==> src/rtl/mem_bus_arbiter.sv <==
// Arbitrates instruction-fetch and load/store requests onto a single SRAM-style bus.
// Only one transaction can be outstanding; request fields are registered on the grant edge.
module mem_bus_arbiter #(
  parameter bit FAIR = 1'b1
) (
  input  logic        clk,
  input  logic        resetn,
  input  logic        inst_req,
  input  logic [31:0] inst_addr,
  output logic        inst_addr_ok,
  output logic        inst_data_ok,
  output logic [31:0] inst_rdata,
  input  logic        data_req,
  input  logic        data_wr,
  input  logic [3:0]  data_wstrb,
  input  logic [31:0] data_addr,
  input  logic [31:0] data_wdata,
  output logic        data_addr_ok,
  output logic        data_data_ok,
  output logic [31:0] data_rdata,
  output logic        bus_req,
  output logic        bus_wr,
  output logic [3:0]  bus_wstrb,
  output logic [31:0] bus_addr,
  output logic [31:0] bus_wdata,
  input  logic        bus_addr_ok,
  input  logic        bus_data_ok,
  input  logic [31:0] bus_rdata
);

  typedef enum logic [1:0] {
    IDLE = 2'd0,
    ADDR = 2'd1,
    RESP = 2'd2
  } state_t;

  state_t state;
  state_t state_nxt;

  // owner / last_grant: 1 = data port, 0 = instruction port
  logic owner;
  logic last_grant;
  logic grant_en;
  logic grant_data;

  // Data wins when alone, always in fixed mode, or when inst had the previous grant.
  always_comb begin
    grant_en   = (state == IDLE) && (inst_req || data_req);
    grant_data = data_req && (!inst_req || !FAIR || !last_grant);
  end

  // State register
  always_ff @(posedge clk or negedge resetn) begin
    if (!resetn) begin
      state <= IDLE;
    end else begin
      state <= state_nxt;
    end
  end

  // Next-state logic
  always_comb begin
    state_nxt = state;
    case (state)
      IDLE:    if (inst_req || data_req) state_nxt = ADDR;
      ADDR:    if (bus_addr_ok)          state_nxt = RESP;
      RESP:    if (bus_data_ok)          state_nxt = IDLE;
      default: state_nxt = IDLE;
    endcase
  end

  // Handshake outputs are combinational from the bus acks, qualified by state and owner.
  always_comb begin
    bus_req      = 1'b0;
    inst_addr_ok = 1'b0;
    data_addr_ok = 1'b0;
    inst_data_ok = 1'b0;
    data_data_ok = 1'b0;
    inst_rdata   = 32'h0;
    data_rdata   = 32'h0;
    case (state)
      ADDR: begin
        bus_req      = 1'b1;
        inst_addr_ok = bus_addr_ok && !owner;
        data_addr_ok = bus_addr_ok && owner;
      end
      RESP: begin
        inst_data_ok = bus_data_ok && !owner;
        data_data_ok = bus_data_ok && owner;
        if (inst_data_ok) inst_rdata = bus_rdata;
        if (data_data_ok) data_rdata = bus_rdata;
      end
      default: ;
    endcase
  end

  // Granted request fields, held stable through ADDR and RESP.
  always_ff @(posedge clk or negedge resetn) begin
    if (!resetn) begin
      owner      <= 1'b0;
      last_grant <= 1'b0;
      bus_wr     <= 1'b0;
      bus_wstrb  <= 4'h0;
      bus_addr   <= 32'h0;
      bus_wdata  <= 32'h0;
    end else if (grant_en) begin
      owner      <= grant_data;
      last_grant <= grant_data;
      if (grant_data) begin
        bus_wr    <= data_wr;
        bus_wstrb <= data_wstrb;
        bus_addr  <= data_addr;
        bus_wdata <= data_wdata;
      end else begin
        bus_wr    <= 1'b0;
        bus_wstrb <= 4'h0;
        bus_addr  <= inst_addr;
        bus_wdata <= 32'h0;
      end
    end
  end

endmodule

==> config.mk <==
export PLATFORM = sky130hd
export DESIGN_NAME = mem_bus_arbiter
export DESIGN_NICKNAME = d
export VERILOG_FILES = /design/src/rtl/mem_bus_arbiter.sv
export SDC_FILE = /design/constraint.sdc
export NUM_CORES = 1
export LEC_CHECK = 0
export CORE_MARGIN = 10
export CORE_UTILIZATION = 34
export DETAILED_ROUTE_END_ITERATION = 10
export PLACE_DENSITY_LB_ADDON = 0.05
export SLEW_MARGIN = 20
export SYNTH_ARGS = -nofsm -noshare
export SYNTH_HDL_FRONTEND = slang
export SYNTH_SLANG_ARGS = --single-unit
==> constraint.sdc <==
create_clock -name clk -period 1.9 [get_ports clk]
set_input_delay 0.38 -clock clk [delete_from_list [all_inputs] [get_ports clk]]
set_output_delay 0.38 -clock clk [all_outputs]
set_load 0.05 [all_outputs]
# Word-level counts from Yosys, hierarchy flattened

Index checks and enable logic that the tools add are counted.

Register bits: 72
Input port bits: 139
Output and inout bits: 138
Word-level logic and storage cells: 40

Equal/unequal tests: 5
Multiplexer cells: 17
Reduce and logical (&&, ||, !) cells: 12

Operators by type and width:

| kind                 | count |
|---|---|
| $mux W32             | 6 |
| $logic_and A1 B1 Y1  | 6 |
| $mux W1              | 6 |
| $mux W2              | 3 |
| $pmux W2 S3          | 1 |
| $mux W4              | 1 |
| $ne A2 B2 Y1 const B | 2 |
| $reduce_and A3 Y1    | 1 |
| $eq A2 B1 Y1 const B | 1 |
| $eq A2 B2 Y1 const B | 1 |
| $logic_not A1 Y1     | 2 |
| $logic_not A2 Y1     | 1 |
| $logic_or A1 B1 Y1   | 2 |
| $ne A2 B1 Y1 const B | 1 |

# Logic depth before layout (Yosys ltp)

Depth in word-level cells: 4
Gate-level depth with buffers: 6
Mapped depth without buffers: 3

# Worst setup path after synthesis

No wires, ideal clock.

Path type: register to output
Start: register state[1]
End: output port inst_addr_ok
Data arrival time: 2.025 ns
Path slack: -0.505 ns
Cell stages (with the launch flop): 4
Buffers on the path: 0
Path through: dfrtp_1 > nor2b_1 > nand2_1 > nor2_1

Cells in the longest elaborated chain, start to end: 2

RTL lines:

| element                  | line | text |
|---|---|---|
| start: declaration       | 37   | `state_t state;` |
| start signal: assignment | 57   | `state <= state_nxt;` |
| $eq A2 B1 Y1             | 81   | `case (state)` |
| $mux W1                  | 81   |  |
| end: declaration         | 10   | `output logic inst_addr_ok,` |

Every way passes these cells.

# Final worst setup path

Start: register state[0]
End: output port data_rdata[8]

Cells in the longest elaborated chain, start to end: 2

RTL lines:

| element          | line | text |
|---|---|---|
| $eq A2 B2 Y1     | 81   |  |
| $mux W32         | 81   |  |
| end: declaration | 20   | `output logic [31:0] data_rdata,` |

Every way passes these cells.

==> impl_metrics.ini <==
[clocking]
insertion_delay_ns = 0.35
clk_pin_slew_ns = 0.09
cts_made_buffers = 9
cts_setup_buffers = 0
cts.path.max_buffers = 2
cts_tree = yes
root_buffer = clkbuf_8
clkSinkCount = 72
h-tree-depth = 3

[global_route]
grt_pass1_wl_um = 21700
grt-busiest-layer = met2
grt_use_met1 = 0.187
globalRouteMet3Util = 0.115
grt_max_degree = 43
grt_remaining_overflow = 0
grt_usage = 0.189
grt_pass1_vias = 3639
antenna_found_initial = 0
use_met2 = 0.332

[logic_synthesis]
yosysWarnings = 0
async_reset_ff_frac = 1.00
synth-simple-area-share = 0.128
netlist_instances = 273
yosys.area_share.xor_xnor = 0
yosysMostFrequentCell = dfrtp_1
synthMuxAreaShare = 0.231
ys_types = 24
synth_top_area_cell = dfrtp_1
synth_edf_count = 0
synth_top_family_by_area = multiplexers
yosys-top-cells-count = 72 x dfrtp_1, 64 x and2_1, 37 x a22o_1
syn_nets = 412
yosys.area.top_type_share = 0.499
yosys.area_share.adder = 0
seq_area_frac_synth = 0.499
synth-compound-area-share = 0.0988
synth_top_cells_by_area = dfrtp_1 50%, mux2_4 12%, and2_1 11%
ys_ff_latch = 72
ys.flop_type = dfrtp_1
avgSynthCellArea_um2 = 13.2
synth_area_um2 = 3610

[outcome]
status = finished, violations left
violations = negative setup slack

[worst_setup_path]
path_buf_inv = 3
cp.arrival_ns = 1.69
crit_type = flop to output port
cpPeakStageDelay_ns = 0.38
crit_required_ns = 1.52
cp_max_fo = 33
cp_cell_sequence = buf_4 -> and4b_1 -> buf_12 -> and2_1 -> buf_12
cp_num_cells = 5
crit_family = buffers and inverters
crit_path_top_delay_cell = dfrtp_1
ff2ff_path_depth = 4
endpoint_kind = output port
start_kind = flop
crit_top_cell = buf_12

[floorplanning]
rows = 37
die_w_um = 123
fp.dieArea_um2 = 15100
start_util = 0.350
pin_count = 277
die_y_um = 123
core_um2 = 10300

[drt]
drc = 0
drtPass1Iterations = 4
drt_iter0_drc = 98
wire_per_inst_um = 21.3
ant_nets = 0
viasPerCell = 4.62
routed_wirelength_um = 14900
dr_total_vias = 3222

[pwr]
p_total_mw = 11.4
p_leak_nw = 3.44
peakVddDrop_uv = 1210
powerDensity_nw_per_um2 = 1510

[hold_path]
hold_class = input port to async pin

[sta]
fmax_mhz = 484
worstMarginPinSlew_ns = 0.527
timing.final.crit_share = 1.09
final-hold-violation-count = 0
finalSetupTns_ns = -8.84
report.final.slew_viol_count = 0
slew_headroom = 0.648
layout_setup_ws_ns = -0.165
grt_setup_unrepaired = yes
finalCriticalPeriod_ns = 2.07
skew_ns = 0.0138
setup_viol = 66

[placement]
portBuffers = 276
dpl.hpwl_um = 12500
dp_slack_ns = -0.159
place.gp.congestion = 0.788
post-place-cells = 680

[cells_and_area]
diodes = 0
drive_gt1_frac = 0.458
final_nets = 695
layout.cells.non_filler = 697
syn_to_final_growth_pct = 108

[flow_run]
drv_cap = 0
-- cells by family (layout without fill, tap and decap cells) --
| logic type | Yosys count | after routing |
|---|---|---|
| flip-flops | 72 | 72 |
| AO/OA/AOI/OAI | 42 | 42 |
| multiplexers | 64 | 64 |
| AND/OR/NAND/NOR | 73 | 73 |
| buffers and inverters | 22 | 310 |
-- where the power goes --
part           switching [mW]  internal, mW
sequential              0.432          2.30
combinational            4.41          2.79
clock                   0.624         0.795
-- cells in the final DEF, fill, tap and decap left out, types with 10 or more instances in the layout --
cell             netlist  final
clkdlybuf4s50_1        0    138
buf_12                 3     77
dfrtp_1               72     71
buf_4                  2     62
a22o_1                37     37
mux2_2                32     32
and2_1                64     31
mux2_4                30     30
and2_2                 0     17
and2_4                 0     16
clkbuf_8               0     10
-- path summary, 6_finish.rpt --
path,to,startpoint,slack [ns]
min reg2reg,bus_addr[24],bus_addr[24],0.51
max reg2reg,bus_addr[0],owner,0.23
max in group asynchronous,state[1],resetn,0.82
min in group clk,bus_addr[24],bus_addr[24],0.51
max,data_rdata[8],state[0],-0.17
min,bus_addr[13],resetn,0.50
-- worst reg2reg max path: cells and delay by family (launching register included) --
kind | cells | cell delay (ns)
AOI/OAI and AO/OA | 1 | 0.31
DFF | 1 | 0.47
muxes | 2 | 0.57
buffers and inverters | 1 | 0.20
-- final cells by class --
cell class | instances | area (µm²)
fillers | 734 | 2820
repair buffers | 293 | 3560
clock buffers | 10 | 138
multi-input cells | 179 | 1740
clock inverters | 6 | 95.1
inverters | 1 | 3.75
flip-flops and latches | 72 | 1800
well taps | 136 | 170
-- layer usage --
metal | part of all wire | wire (µm) | vias to the layer above
met1 | 0.33 | 4980 | 1532
met4 | 0.011 | 166 | 0
met3 | 0.13 | 1960 | 11
met2 | 0.52 | 7760 | 151
li1 | - | - | 1528
met5 | 0 | 0 | -
-- timing repair --
action / in CTS / in global routing
gates resized for setup: 11 / 21
setup endpoints to repair: 75 / 75
hold buffers: 1 / 0
pin swaps: 1 / 0
hold endpoints to repair: 30 / 0
-- sequential cells by signal (all words and copies together), names as in the netlist --
signal,flops
bus_addr,32
bus_wdata,32
bus_wr,1
bus_wstrb,4
owner,1
state,2
-- per-stage QoR --
step / utilization / cell area (µm²) / hold WS [ns]
6_report: 0.727 / 7500 / 0.496
5_1_grt: 0.727 / 7500 / 0.514
4_1_cts: 0.722 / 7450 / 0.496
3_5_place_dp: 0.699 / 7210 / 0.347
3_3_place_gp: 0.699 / 7210 / 0.347
2_1_floorplan: - / 3640 / 0.0844
No activity file was read; power rests on OpenSTA's default activity.
